--- src/rtl/seq_stream_gen_pkg.sv ---
// Shared constants, state encoding and helpers for the serial frame generator.
// Defaults describe the 4-bit 1011 preamble expected by the sequence detectors.
package seq_stream_pkg;

    typedef logic [2:0] state_t;

    localparam state_t ST_IDLE = 3'd0;
    localparam state_t ST_PRE  = 3'd1;
    localparam state_t ST_DATA = 3'd2;
    localparam state_t ST_PAR  = 3'd3;
    localparam state_t ST_GAP  = 3'd4;

    localparam int unsigned DEF_DATA_W   = 12;
    localparam int unsigned DEF_PRE_W    = 4;
    localparam int unsigned DEF_GAP_CYC  = 2;
    localparam logic [3:0]  DEF_PREAMBLE = 4'b1011;

    function automatic int unsigned max3(input int unsigned x, input int unsigned y,
                                         input int unsigned z);
        int unsigned m;
        m = (x > y) ? x : y;
        return (m > z) ? m : z;
    endfunction

    function automatic logic even_parity(input logic [31:0] v);
        return ^v;
    endfunction

endpackage

--- src/rtl/seq_stream_gen_if.sv ---
// Word-in / bit-out bundle between a payload source and the frame generator.
interface seq_stream_gen_if #(
    parameter int unsigned DATA_W = 12
);
    logic [DATA_W-1:0] din;
    logic              din_valid;
    logic              din_ready;
    logic              a;
    logic              busy;
    logic              frame_done;

    modport master (
        output din, din_valid,
        input  din_ready, a, busy, frame_done
    );

    modport slave (
        input  din, din_valid,
        output din_ready, a, busy, frame_done
    );
endinterface

--- src/rtl/seq_stream_gen_shreg.sv ---
// Loadable left-shift payload register; parity is captured once at load time
// so later shifting never disturbs the transmitted parity bit.
module seq_stream_shreg
    import seq_stream_pkg::*;
#(
    parameter int unsigned DATA_W = 12
) (
    input  logic              clck,
    input  logic              ares,
    input  logic              load,
    input  logic              shift,
    input  logic [DATA_W-1:0] load_val,
    output logic              msb,
    output logic              parity
);

    logic [DATA_W-1:0] shreg_q, shreg_d;
    logic              parity_q, parity_d;

    // next shift-register contents and latched parity
    always_comb begin
        shreg_d  = shreg_q;
        parity_d = parity_q;
        if (load) begin
            shreg_d  = load_val;
            parity_d = even_parity(32'(load_val));
        end else if (shift) begin
            shreg_d  = shreg_q << 1;
        end else begin
            shreg_d  = shreg_q;
        end
    end

    // payload register with synchronous active-low reset
    always_ff @(posedge clck) begin
        if (!ares) begin
            shreg_q  <= {DATA_W{1'b0}};
            parity_q <= 1'b0;
        end else begin
            shreg_q  <= shreg_d;
            parity_q <= parity_d;
        end
    end

    assign msb    = shreg_q[DATA_W-1];
    assign parity = parity_q;

endmodule

--- src/rtl/seq_stream_gen.sv ---
// Serial frame generator: preamble, payload MSB-first, optional even parity, idle gap.
// Outputs are registered from the next state, so state_q always names the bit on 'a'.
module seq_stream_gen
    import seq_stream_pkg::*;
#(
    parameter int unsigned         DATA_W    = DEF_DATA_W,
    parameter int unsigned         PRE_W     = DEF_PRE_W,
    parameter logic [PRE_W-1:0]    PREAMBLE  = DEF_PREAMBLE,
    parameter bit                  PARITY_EN = 1'b1,
    parameter int unsigned         GAP_CYC   = DEF_GAP_CYC
) (
    input  logic             clck,
    input  logic             ares,
    seq_stream_gen_if.slave  bus
);

    localparam int unsigned CNT_MAX   = max3(PRE_W, DATA_W, GAP_CYC);
    localparam int unsigned CNT_W     = (CNT_MAX > 1) ? $clog2(CNT_MAX) : 1;
    localparam int unsigned PRE_EXT_W = 1 << CNT_W;

    localparam logic [CNT_W-1:0] CNT_ZERO = {CNT_W{1'b0}};
    localparam logic [CNT_W-1:0] CNT_ONE  = CNT_W'(1'b1);
    localparam logic [CNT_W-1:0] PRE_LAST = CNT_W'(PRE_W - 1);
    localparam logic [CNT_W-1:0] DAT_LAST = CNT_W'(DATA_W - 1);
    localparam logic [CNT_W-1:0] GAP_LAST = CNT_W'(GAP_CYC - 1);

    state_t           state_q, state_d;
    logic [CNT_W-1:0] cnt_q, cnt_d;
    logic             a_q, a_d;
    logic             busy_q, busy_d;
    logic             done_q, done_d;

    logic                 accept_s;
    logic                 load_s;
    logic                 shift_s;
    logic                 msb_s;
    logic                 par_s;
    logic [PRE_EXT_W-1:0] pre_ext_s;

    // Padding the preamble to the counter's full range keeps the bit select exact.
    assign pre_ext_s     = PRE_EXT_W'(PREAMBLE);
    assign bus.din_ready = (state_q == ST_IDLE) && ares;
    assign accept_s      = bus.din_valid && bus.din_ready;

    seq_stream_shreg #(
        .DATA_W (DATA_W)
    ) u_shreg (
        .clck     (clck),
        .ares     (ares),
        .load     (load_s),
        .shift    (shift_s),
        .load_val (bus.din),
        .msb      (msb_s),
        .parity   (par_s)
    );

    // frame sequencing and shared down-counter
    always_comb begin
        state_d = state_q;
        cnt_d   = cnt_q;
        load_s  = 1'b0;
        case (state_q)
            ST_IDLE: begin
                if (accept_s) begin
                    state_d = ST_PRE;
                    cnt_d   = PRE_LAST;
                    load_s  = 1'b1;
                end else begin
                    cnt_d   = CNT_ZERO;
                end
            end
            ST_PRE: begin
                if (cnt_q == CNT_ZERO) begin
                    state_d = ST_DATA;
                    cnt_d   = DAT_LAST;
                end else begin
                    cnt_d   = cnt_q - CNT_ONE;
                end
            end
            ST_DATA: begin
                if (cnt_q != CNT_ZERO) begin
                    cnt_d   = cnt_q - CNT_ONE;
                end else if (PARITY_EN) begin
                    state_d = ST_PAR;
                    cnt_d   = CNT_ZERO;
                end else begin
                    state_d = ST_GAP;
                    cnt_d   = GAP_LAST;
                end
            end
            ST_PAR: begin
                state_d = ST_GAP;
                cnt_d   = GAP_LAST;
            end
            ST_GAP: begin
                if (cnt_q == CNT_ZERO) begin
                    state_d = ST_IDLE;
                    cnt_d   = CNT_ZERO;
                end else begin
                    cnt_d   = cnt_q - CNT_ONE;
                end
            end
            default: begin
                state_d = ST_IDLE;
                cnt_d   = CNT_ZERO;
            end
        endcase
    end

    // registered outputs derived from the state being entered
    always_comb begin
        shift_s = (state_d == ST_DATA);
        busy_d  = (state_d != ST_IDLE);
        done_d  = (state_d == ST_GAP) && (state_q != ST_GAP);
        case (state_d)
            ST_PRE:  a_d = pre_ext_s[cnt_d];
            ST_DATA: a_d = msb_s;
            ST_PAR:  a_d = par_s;
            default: a_d = 1'b0;
        endcase
    end

    // state, counter and output flops with synchronous active-low reset
    always_ff @(posedge clck) begin
        if (!ares) begin
            state_q <= ST_IDLE;
            cnt_q   <= CNT_ZERO;
            a_q     <= 1'b0;
            busy_q  <= 1'b0;
            done_q  <= 1'b0;
        end else begin
            state_q <= state_d;
            cnt_q   <= cnt_d;
            a_q     <= a_d;
            busy_q  <= busy_d;
            done_q  <= done_d;
        end
    end

    assign bus.a          = a_q;
    assign bus.busy       = busy_q;
    assign bus.frame_done = done_q;

endmodule
--- src/flat_wrapper.sv ---
// flat-port wrapper written by rule: the top's interface ports become plain ports
module seq_stream_gen_flat import seq_stream_pkg::*;
#(
    parameter int unsigned         DATA_W    = DEF_DATA_W,
    parameter int unsigned         PRE_W     = DEF_PRE_W,
    parameter logic [PRE_W-1:0]    PREAMBLE  = DEF_PREAMBLE,
    parameter bit                  PARITY_EN = 1'b1,
    parameter int unsigned         GAP_CYC   = DEF_GAP_CYC
)
  (clck, ares, bus_din, bus_din_valid, bus_din_ready, bus_a, bus_busy, bus_frame_done);
  seq_stream_gen_if #(.DATA_W(DATA_W)) bus_i ();
  input  logic clck;
  input  logic ares;
  input wire logic [$bits(bus_i.din)-1:0] bus_din;
  input wire logic [$bits(bus_i.din_valid)-1:0] bus_din_valid;
  output wire logic [$bits(bus_i.din_ready)-1:0] bus_din_ready;
  output wire logic [$bits(bus_i.a)-1:0] bus_a;
  output wire logic [$bits(bus_i.busy)-1:0] bus_busy;
  output wire logic [$bits(bus_i.frame_done)-1:0] bus_frame_done;
  assign bus_i.din = bus_din;
  assign bus_i.din_valid = bus_din_valid;
  assign bus_din_ready = bus_i.din_ready;
  assign bus_a = bus_i.a;
  assign bus_busy = bus_i.busy;
  assign bus_frame_done = bus_i.frame_done;
  seq_stream_gen #(.DATA_W(DATA_W), .PRE_W(PRE_W), .PREAMBLE(PREAMBLE), .PARITY_EN(PARITY_EN), .GAP_CYC(GAP_CYC)) u_core (.clck(clck), .ares(ares), .bus(bus_i));
endmodule
--- config.mk ---
export PLATFORM = sky130hd
export DESIGN_NAME = seq_stream_gen_flat
export DESIGN_NICKNAME = d
export VERILOG_FILES = /design/src/rtl/seq_stream_gen_pkg.sv /design/src/rtl/seq_stream_gen_if.sv /design/src/rtl/seq_stream_gen_shreg.sv /design/src/rtl/seq_stream_gen.sv /design/src/flat_wrapper.sv
export SDC_FILE = /design/constraint.sdc
export NUM_CORES = 1
export LEC_CHECK = 0
export BUFFER_PORTS_ARGS = -buffer_cell sky130_fd_sc_hd__clkbuf_2
export CORE_MARGIN = 2
export CORE_UTILIZATION = 55
export CTS_CLUSTER_DIAMETER = 100
export DETAILED_ROUTE_END_ITERATION = 8
export GPL_ROUTABILITY_DRIVEN = 0
export GPL_TIMING_DRIVEN = 1
export PLACE_DENSITY_LB_ADDON = 0.15
export SLEW_MARGIN = 20
export SYNTH_ARGS = -nofsm -noshare
export SYNTH_HDL_FRONTEND = slang
export SYNTH_SLANG_ARGS = --single-unit
--- constraint.sdc ---
create_clock -name clck -period 2.65 [get_ports clck]
set_input_delay 0 -clock clck [delete_from_list [all_inputs] [get_ports clck]]
set_output_delay 0 -clock clck [all_outputs]
set_load 0.02 [all_outputs]
-- After elaboration in Yosys (flattened, before gate mapping)
Memory sizes are Yosys's and may differ from the RTL's.
Cells that the tools add are included.
- flip-flop bits (word level): 23
- bits in read-only memories: 16
- bits of input ports: 15
- output and inout bits: 4
- memories: 1
- memories (memory ; depth ; width ; rd ports ; clocked after memory_dff ; wr ports ; RTL line ; RTL):
    (no name shown) ; 16 ; 1 ; 1 ; 0 ; 0 ; seq_stream_gen.sv:116 ; ST_PRE: a_d = pre_ext_s[cnt_d];
- $add $sub $neg: 1
- $lt $le $gt $ge: 1
- equality and inequality tests: 9
- multiplexer cells: 16
- reduce and logical (&&, ||, !) cells: 9
- operator list (operator ; number):
    $reduce_xor 32->1 ; 1
    $mux 12 ; 2
    $pmux 4 s5 ; 1
    $pmux 3 s5 ; 1
    $eq 3x2->1 const B ; 4
    $mux 3 ; 4
    $mux 4 ; 3
    $eq 3x1->1 const B ; 2
    $eq 3x3->1 const B ; 2
    $lt 4x5->1 const B ; 1
    $logic_not 4->1 ; 1
    $reduce_bool 4->1 ; 1
    $sub 4x1->4 const B ; 1
    $logic_and 1x1->1 ; 3
    $logic_not 3->1 ; 1
    $mux 1 ; 3
    $ne 3x3->1 const B ; 1
    $pmux 1 s3 ; 1
    $reduce_bool 3->1 ; 1
    $mux 2 ; 1
    $reduce_bool 2->1 ; 1

-- Longest topological paths before layout
Gate-level depths: netlist of the first run.
- word-level depth: 8
- gate-level depth with buffers: 9

-- Hierarchy
A second synthesis of the first run with hierarchy kept.
- cells, all modules: 154
- area, all modules: 1358.8 um2
- by module, submodules not included (module ; instances ; cells an instance ; area each (um2) ; seq. area each (um2)):
    seq_stream_shreg ; 1 ; 77 ; 693.2 ; 260.2
    seq_stream_gen ; 1 ; 77 ; 665.6 ; 200.2

-- Worst setup path after synthesis of the first run
Ideal clock, no wire load.
- kind: flip-flop to flip-flop
- start point: register u_core.cnt_q[0]
- end point: register u_core.u_shreg.shreg_q[10]
- library setup time: 0.116 ns
- arrival: 1.950 ns
- required time: 2.534 ns
- path slack: 0.584 ns
- cell stages (with the launch flop): 10
- path buffers: 2
- clock period less this slack: 2.066 ns
- cell sequence: dfxtp_1 -> inv_1 -> ha_1 -> or3b_1 -> buf_6 -> mux2i_1 -> o21ai_1 -> clkbuf_1 -> nand2_1 -> o211a_1
- longest elaborated chain between the ends: 5
- RTL lines (what ; RTL line ; RTL):
    from (decl) ; seq_stream_gen.sv:28 ; logic [CNT_W-1:0] cnt_q, cnt_d;
    from (signal assigned) ; seq_stream_gen.sv:133 ; cnt_q <= cnt_d;
    $logic_not 4->1 / $reduce_bool 4->1 (equally long branches) ; seq_stream_gen.sv:73, seq_stream_gen.sv:96, seq_stream_gen.sv:81 ;
    $mux 3 (on tied branches) ; seq_stream_gen.sv:96, seq_stream_gen.sv:73, seq_stream_gen.sv:81 ;
    $pmux 3 s5 * ; seq_stream_gen.sv:62 ; case (state_q)
    $eq 3x2->1 * ; seq_stream_gen.sv:112 ; shift_s = (state_d == ST_DATA);
    $reduce_bool 2->1 (no source line) * ; n/a ;
    to (signal assigned) ; seq_stream_gen_shreg.sv:37 ; shreg_q <= {DATA_W{1'b0}};
    to (signal assigned) ; seq_stream_gen_shreg.sv:40 ; shreg_q <= shreg_d;
    to (decl) ; seq_stream_gen_shreg.sv:17 ; logic [DATA_W-1:0] shreg_q, shreg_d;
Every way passes the cells marked *; elsewhere a longest branch is shown, timed or not.
A chain may end at the register's enable or synchronous reset.

-- Worst setup path in the final report of the first run
- start point: register u_core.cnt_q[0]
- end point: register u_core.a_q (netlist: u_core.bus.a)
- longest elaborated chain between the ends: 6
- RTL lines (what ; RTL line ; RTL):
    $sub 4x1->4 (tied with other cells) ; seq_stream_gen.sv:77, seq_stream_gen.sv:82, seq_stream_gen.sv:100 ;
    $mux 4 (on tied branches) ; seq_stream_gen.sv:96, seq_stream_gen.sv:73, seq_stream_gen.sv:81 ;
    $pmux 4 s5 ; seq_stream_gen.sv:62 ;
    $mem_v2 16x1 ; n/a ;
    $mux 1 (not written as such) ; seq_stream_gen.sv:116 ;
    $pmux 1 s3 * ; seq_stream_gen.sv:115 ; case (state_d)
    to (signal assigned) ; seq_stream_gen.sv:128 ; a_q <= 1'b0;
    to (signal assigned) ; seq_stream_gen.sv:134 ; a_q <= a_d;
    to (decl) ; seq_stream_gen.sv:29 ; logic a_q, a_d;
Every way passes the cells marked *; elsewhere a longest branch is shown, timed or not. The select of a mux whose other input is x is not followed.

==> key figures, run 1 <==
Status
  – Status: finished, final reports clean

Final layout
  – Area growth, synth to finish: 8.96%
  – N_diodes: 0
  – # nets final: 182
  – Design Area, Final: 1450 sq um
  – Final core occ: 0.641
  – Layout cells sized above 1: 0.160

Global routing
  – Grt total ovfl: 0
  – First-pass GRT wire length: 4080 microns
  – Pin count of the biggest net entering global routing: 24
  – Initial antenna violation count: 0
  – GRT Overall Usage: 0.199
  – Number of global-route vias before repair: 950

STA
  – Setup TNS: 0 ps
  – Max-slew violation count: 0
  – Period Utilization, post-route: 0.861
  – Fin crit period: 2280 ps
  – Post-route setup slack: 369 ps
  – Clk_skew: 6.96 ps
  – Worst Tran Pin Value: 520 ps
  – RSZ-0062 raised after global routing: no
  – Relative max-transition margin: 0.653
  – F_max: 438 MHz
  – Final Hold Viols: 0
  – Final-report setup violation count: 0

Clock network
  – Clock-pin slew on the worst setup and hold paths: 120 ps
  – CTS Buf Count: 3
  – CTS tree: built
  – Root Driver: clkbuf_4
  – Worst-Skew Late Latency: 300 ps
  – CTS Sinks: 23
  – Post-CTS Setup Bufs: 0
  – H-tree depth: 1
  – Post-CTS resize count: 0
  – Maximum root-to-sink buffer count: 2
  – # hold bufs at CTS: 0

Logic synthesis
  – Cell area after synthesis: 1330 sq um
  – Yosys top cell by area: dfxtp_1
  – Mean Syn Cell Area: 8.90 sq um
  – EDFF count, synth: 0
  – Post-synth net total: 167
  – Most frequent cells after synthesis: dfxtp_1 (23), nand2_1 (14), mux2i_1 (12), xnor2_1 (12), o211a_1 (11)
  – Share of flip-flops with an asynchronous set or reset: 0
  – Count leader, synth: dfxtp_1
  – Synth top area share: 0.347
  – Most used flip-flop cell after synthesis: dfxtp_1
  – Sequential-to-total area share from yosys stat: 0.347
  – Area contributors post-synth: dfxtp_1 (35%), mux2i_1 (9.1%), o211a_1 (8.3%)
  – Synth warn: 0
  – Post-Synthesis Cells: 149
  – Distinct cells, synth: 39
  – FF+latch count, synth: 23

Floorplan
  – Die area: 2820 sq um
  – CORE AREA: 2250 sq um
  – Die Wd: 53.1 microns
  – Row cnt: 17
  – Chip height: 53.1 microns
  – Initial Utilization: 0.588
  – Top-level I/O count: 19

Pwr
  – Tot Pwr: 1.60 mW
  – P per Cell Area: 1110 nW/um^2
  – Leak Pwr: 0.753 nW
  – VDD IR max: 0.753 mV

Detailed routing
  – Initial DRC count: 22
  – Total Wirelength: 2470 microns
  – DR vias/cell: 5.59
  – Average wire per standard cell: 12.9 microns
  – DRC viols: 0
  – Vias: 1067
  – Drt first pass iters: 4
  – Antenna Nets Post-Route: 0

Placed design
  – Port Buffer Count: 18
  – DP Area: 1420 sq um
  – Dpl ws: 398 ps
  – Hpwl dp: 1790 microns

Setup path
  – CP Launch Type: register
  – WP data arrival: 2480 ps
  – CP required: 2850 ps
  – Crit path capture type: register
  – Worst setup path class: reg -> reg
  – Crit-path max FO: 8

Flow run
  – Max-cap violations: 0

Hold path
  – Hold WC Path Type: in -> reg
-- flip-flops by register name, summed over array words and instances, names as in the netlist --
register and flops:
u_core.cnt_q 4, u_core.u_shreg.parity 1, u_core.bus.frame_done 1, u_core.bus.busy 1
u_core.u_shreg.shreg_q 12, u_core.bus.a 1, u_core.state_q 3
-- layer usage --
| metal | part of all wire | up-vias | track usage |
|---|---|---|---|
| li1 | - | 557 | - |
| met2 | 0.44 | 18 | 0.302 |
| met4 | 0.0069 | 0 | 0.0897 |
| met5 | 0 | - | 0 |
| met3 | 0.028 | 2 | 0.0424 |
| met1 | 0.53 | 490 | 0.268 |
-- where the power goes --
part | leakage (nW) | switching (mW) | internal (mW) | total [mW]
Sequential | 0.189 | 0.124 | 0.484 | 0.608
Clock | 0.0150 | 0.0981 | 0.0586 | 0.157
Combinational | 0.548 | 0.455 | 0.378 | 0.833
Total | 0.753 | 0.678 | 0.921 | 1.60
-- path summary, 6_finish.rpt --
| path | startpoint | endpoint | slack, ps | depth (start not counted) |
|---|---|---|---|---|
| setup / recovery | u_core.cnt_q[0]$_SDFF_PN0_ | u_core.bus.a$_SDFF_PN0_ | 370 | 7 |
| hold / removal | bus_din[11] | u_core.u_shreg.shreg_q[11]$_SDFFE_PN0P_ | 70 | 4 |
| setup reg to reg | u_core.cnt_q[0]$_SDFF_PN0_ | u_core.bus.a$_SDFF_PN0_ | 370 | 7 |
| hold reg to reg | u_core.u_shreg.parity$_SDFFE_PN0P_ | u_core.u_shreg.parity$_SDFFE_PN0P_ | 480 | 2 |
-- worst max-delay path, cell delays in order (launching register included) --
cell	delay, ps
dfxtp_1	390
inv_1	120
ha_1	220
or3b_1	520
nand3_2	160
o21ai_2	50
or3_1	380
o311a_1	330
-- cell usage in the layout, fill, tap and decap left out, types with 2 or more instances in the layout --
cell type / n
dfxtp_1: 23
clkbuf_2: 18
nand2_1: 14
mux2i_1: 12
xnor2_1: 12
o211a_1: 11
nor2_1: 8
nor2b_1: 7
a21oi_1: 6
inv_1: 4
nand2b_1: 4
o21ai_0: 4
or3_1: 3
ha_1: 3
clkbuf_4: 3
nand3_2: 2
nand3_1: 2
nor3b_1: 2
o31ai_1: 2
and3_1: 2
o22ai_1: 2
buf_4: 2
-- cell type report --
cell class | count | area [sq um]
clock buffer | 4 | 26.3
timing repair buffer | 20 | 105
tap | 28 | 35.0
inverter | 4 | 15.0
fill | 198 | 810
multi-input combinational | 112 | 803
sequential | 23 | 460
-- per-stage QoR --
| stage | hold WS [ps] | cells |
|---|---|---|
| final | 71.1 | 191 |
| after global routing | 72.1 | 191 |
| after CTS | 66.9 | 191 |
| after detailed placement | 384 | 187 |
| after global placement | 373 | 187 |
| after floorplan | 166 | 149 |
-- cell families after synthesis --
kind of cell	after synthesis	share of synthesized area
simple gates	48	0.192
xor+xnor	12	0.0792
flops	23	0.347
compound gates	37	0.215
mux	12	0.0906
buf+inv	14	0.0472
fa+ha+maj	3	0.0283
Note: power is estimated with default switching activity, not from simulation.
==> run 2: changes to the inputs <==
CORE_UTILIZATION = 56   (was 55)
==> key figures, run 2 (same netlist as run 1, synthesis figures left out) <==
Status
  – Status: finished, final reports clean

Setup path
  – Crit path capture type: register
  – WP data arrival: 2520 ps
  – Worst setup path class: reg -> reg
  – Reg2Reg Depth: 7
  – CP Launch Type: register
  – Crit-path max FO: 8
  – CP required: 2870 ps

Final layout
  – Biggest register: u_core.u_shreg.shreg_q
  – Regs by FF count: u_core.u_shreg.shreg_q: 12 flops, u_core.cnt_q: 4 flops, u_core.state_q: 3 flops
  – Area occupied by multi-input gates: 803 sq um
  – Commonest non-fill, non-tap cell in the layout: dfxtp_1
  – # nets final: 182
  – Area growth, synth to finish: 9.06%
  – Commonest non-fill, non-tap cells in the layout: dfxtp_1 (23), clkbuf_2 (18), nand2_1 (14)
  – Largest register FFs: 12
  – N_diodes: 0
  – FILL cells: 191
  – Design Area, Final: 1450 sq um
  – Layout cells sized above 1: 0.166
  – Register area: 460 sq um

Detailed routing
  – DRC viols: 0
  – Total Wirelength: 2520 microns
  – Average wire per standard cell: 13.2 microns
  – Initial DRC count: 22
  – Drt first pass iters: 4
  – DR vias/cell: 5.73
  – Antenna Nets Post-Route: 0
  – Vias: 1094

Floorplan
  – Top-level I/O count: 19
  – Die area: 2770 sq um
  – CORE AREA: 2230 sq um
  – Row cnt: 17
  – Initial Utilization: 0.594
  – Chip height: 52.7 microns
  – Die Wd: 52.7 microns

STA
  – Setup TNS: 0 ps
  – Final-report setup violation count: 0
  – Max-slew violation count: 0
  – Clk_skew: 5.06 ps
  – RSZ-0062 raised after global routing: no
  – Final Hold Viols: 0
  – Fin crit period: 2300 ps
  – F_max: 435 MHz
  – Post-route setup slack: 353 ps
  – Fin Hold WS: 53.7 ps
  – Worst Tran Pin Value: 545 ps
  – Relative max-transition margin: 0.636
  – Period Utilization, post-route: 0.867

Global routing
  – Pin count of the biggest net entering global routing: 24
  – GRT Overall Usage: 0.207
  – Initial antenna violation count: 0
  – Grt total ovfl: 0
  – First-pass GRT wire length: 4260 microns
  – Number of global-route vias before repair: 1021

Flow run
  – Max-cap violations: 0

Clock network
  – Worst-Skew Late Latency: 310 ps
  – CTS tree: built
  – CTS Buf Count: 3
  – # hold bufs at CTS: 0
  – Clock-pin slew on the worst setup and hold paths: 130 ps
  – Root Driver: clkbuf_4
  – Post-CTS resize count: 0
  – Maximum root-to-sink buffer count: 2
  – CTS Sinks: 23
  – H-tree depth: 1
  – Post-CTS Setup Bufs: 0

Pwr
  – Tot Pwr: 1.61 mW
  – VDD IR max: 0.709 mV
  – P per Cell Area: 1110 nW/um^2
  – Leak Pwr: 0.755 nW

Placed design
  – DP Area: 1420 sq um
  – Dpl ws: 386 ps
  – Port Buffer Count: 18
  – Hpwl dp: 1770 microns

Hold path
  – Hold WC Path Type: in -> reg
  – Hold depth: 4
run 2: path summary, 6_finish.rpt:
kind	start	end	slack (ps)
worst max-delay path	u_core.cnt_q[0]$_SDFF_PN0_	u_core.bus.a$_SDFF_PN0_	350
worst max register to register	u_core.cnt_q[0]$_SDFF_PN0_	u_core.bus.a$_SDFF_PN0_	350
worst min-delay path	bus_din[3]	u_core.u_shreg.shreg_q[3]$_SDFFE_PN0P_	50
worst min register to register	u_core.u_shreg.parity$_SDFFE_PN0P_	u_core.u_shreg.parity$_SDFFE_PN0P_	490
run 2: report_power, final:
group          total, mW  switching, mW  internal [mW]
Combinational      0.838          0.461          0.377
Clock              0.166          0.109         0.0564
Sequential         0.608          0.124          0.484
run 2: stage by stage:
stage,std cells,utilization
after floorplan,149,-
after global placement,187,0.635
after global routing,191,0.648
after CTS,191,0.648
after detailed placement,187,0.635
final,191,0.648
run 2: worst max-delay path, cell delays in order (launching register included):
cell and delay [ps]:
dfxtp_1 390, inv_1 130, ha_1 230, or3b_1 530, nand3_2 160, o21ai_2 60, or3_1 380, o311a_1 330
run 2: per-layer routing:
| metal | wire length, microns | GRT usage | vias to the layer above | share of wire |
|---|---|---|---|---|
| met2 | 1340 | 0.379 | 22 | 0.53 |
| met5 | 0 | 0 | - | 0 |
| li1 | - | - | 558 | - |
| met4 | 17 | 0.0812 | 0 | 0.0067 |
| met1 | 1080 | 0.226 | 512 | 0.43 |
| met3 | 93 | 0.0514 | 2 | 0.037 |
run 2: cell type report:
| type | count | area share |
|---|---|---|
| clock buffer | 3 | 0.0156 |
| clock inverter | 1 | 0.00346 |
| inverter | 4 | 0.0104 |
| multi-input combinational | 112 | 0.555 |
| sequential | 23 | 0.318 |
| tap | 28 | 0.0242 |
| timing repair buffer | 20 | 0.0727 |
==> run 3: changes to the inputs <==
==> constraint.sdc (replaced) <==
create_clock -name clck -period 2.65 [get_ports clck]
set_input_delay 0.6625 -clock clck [delete_from_list [all_inputs] [get_ports clck]]
set_output_delay 0.6625 -clock clck [all_outputs]
set_load 0.02 [all_outputs]
==> key figures, run 3 (same netlist as run 1, synthesis figures left out) <==
Placed design
  – DP Area: 1430 sq um
  – Hpwl dp: 1790 microns
  – Port Buffer Count: 18

Global routing
  – GRT Overall Usage: 0.211
  – GR Layer Usage met1: 0.257
  – Initial antenna violation count: 0
  – GR peak layer: met2
  – Pin count of the biggest net entering global routing: 24
  – Number of global-route vias before repair: 1059
  – Met2 Use GR: 0.358
  – First-pass GRT wire length: 4360 microns
  – Met3 usage: 0.0343
  – Grt total ovfl: 0

Setup path
  – Crit-path max FO: 8
  – Worst setup path class: reg -> reg
  – WP data arrival: 2470 ps
  – CP Launch Type: register
  – CP required: 2860 ps
  – Crit path capture type: register

Clock network
  – H-tree depth: 1
  – Worst-Skew Late Latency: 300 ps
  – CTS tree: built
  – Root Driver: clkbuf_4
  – Post-CTS resize count: 0
  – # hold bufs at CTS: 0
  – Maximum root-to-sink buffer count: 2
  – CTS Sinks: 23
  – CTS Buf Count: 3
  – Clock-pin slew on the worst setup and hold paths: 120 ps
  – Post-CTS Setup Bufs: 0

STA
  – Period Utilization, post-route: 0.853
  – RSZ-0062 raised after global routing: no
  – Final-report setup violation count: 0
  – Fin crit period: 2260 ps
  – F_max: 443 MHz
  – Relative max-transition margin: 0.655
  – Max-slew violation count: 0
  – Final Hold Viols: 0
  – Clk_skew: 1.58 ps
  – Worst Tran Pin Value: 516 ps
  – Setup TNS: 0 ps

Final layout
  – Commonest non-fill, non-tap cell in the layout: dfxtp_1
  – # nets final: 183
  – Final core occ: 0.650
  – Design Area, Final: 1450 sq um
  – N_diodes: 0
  – Biggest register: u_core.u_shreg.shreg_q
  – Area growth, synth to finish: 9.53%
  – Regs by FF count: u_core.u_shreg.shreg_q: 12 flops, u_core.cnt_q: 4 flops, u_core.state_q: 3 flops
  – Commonest non-fill, non-tap cells in the layout: dfxtp_1 (23), clkbuf_2 (18), nand2_1 (14)
  – Largest register FFs: 12
  – Layout cells sized above 1: 0.165

Detailed routing
  – Drt first pass iters: 5
  – Average wire per standard cell: 12.9 microns
  – DRC viols: 0
  – DR vias/cell: 5.72
  – Total Wirelength: 2470 microns
  – Initial DRC count: 18
  – Antenna Nets Post-Route: 0
  – Vias: 1098

Floorplan
  – Initial Utilization: 0.594
  – Die Wd: 52.7 microns
  – Top-level I/O count: 19
  – Row cnt: 17
  – CORE AREA: 2230 sq um
  – Chip height: 52.7 microns
  – Die area: 2770 sq um

Pwr
  – Combinational Power Share: 0.521
  – Clk network pwr share: 0.100
  – Reg power frac: 0.379
  – Internal power: 921 uW
  – VDD IR max: 0.611 mV
  – Leak Pwr: 0.758 nW
  – Psw: 679 uW
  – P per Cell Area: 1100 nW/um^2
  – Sw frac: 0.424

Status
  – Status: finished, final reports clean

Flow run
  – Max-cap violations: 0

Hold path
  – Hold WC Path Type: reg -> reg
run 3: changes by cell type in the layout (fill, tap and decap cells not counted), sizes merged:
cell / previous run / this run
clkinv: 1 / 0
clkbuf: 21 / 22
buf: 2 / 3
run 3: area by class of cell:
| class | count | area (sq um) |
|---|---|---|
| Fill cell | 204 | 781 |
| Inverter | 4 | 15.0 |
| Tap cell | 28 | 35.0 |
| Timing Repair Buffer | 21 | 113 |
| Multi-Input combinational cell | 112 | 803 |
| Clock buffer | 4 | 26.3 |
| Sequential cell | 23 | 460 |
run 3: through the flow:
| step | total power, mW | instances | hold WS, ps | setup WS, ps |
|---|---|---|---|---|
| finish | 1.60 | 192 | 490 | 390 |
| global route | 1.75 | 192 | 531 | 247 |
| CTS | 1.61 | 192 | 495 | 391 |
| detailed placement | 1.44 | 188 | 474 | 410 |
| global placement | 1.42 | 188 | 457 | 474 |
| floorplan | 1.29 | 149 | 445 | 584 |
run 3: metal layers:
metal	vias to the layer above	part of all wire
met4	0	0.0069
met2	26	0.50
met3	2	0.033
met1	512	0.46
met5	-	0
li1	558	-
run 3: critical path, stage by stage, from the launching register on:
cell	delay, ps
dfxtp_1	380
inv_1	120
ha_1	220
or3b_1	510
nand3_2	160
o21ai_2	50
or3_1	380
o311a_1	330
run 3: power groups by stage:
stage          clock network, mW  registers [mW]  logic, mW
3_3_place_gp                   0           0.610      0.807
5_1_grt                    0.179           0.623      0.946
3_5_place_dp                   0           0.613      0.830
2_1_floorplan                  0           0.577      0.717
6_report                   0.160           0.606      0.834
4_1_cts                    0.167           0.604      0.834
run 3: final timing paths:
kind | startpoint | endpoint | slack (ps) | depth (start not counted)
worst max-delay path | u_core.cnt_q[0]$_SDFF_PN0_ | u_core.bus.a$_SDFF_PN0_ | 390 | 7
worst min-delay path | u_core.u_shreg.parity$_SDFFE_PN0P_ | u_core.u_shreg.parity$_SDFFE_PN0P_ | 490 | 2
worst max register to register | u_core.cnt_q[0]$_SDFF_PN0_ | u_core.bus.a$_SDFF_PN0_ | 390 | 7
worst min register to register | u_core.u_shreg.parity$_SDFFE_PN0P_ | u_core.u_shreg.parity$_SDFFE_PN0P_ | 490 | 2
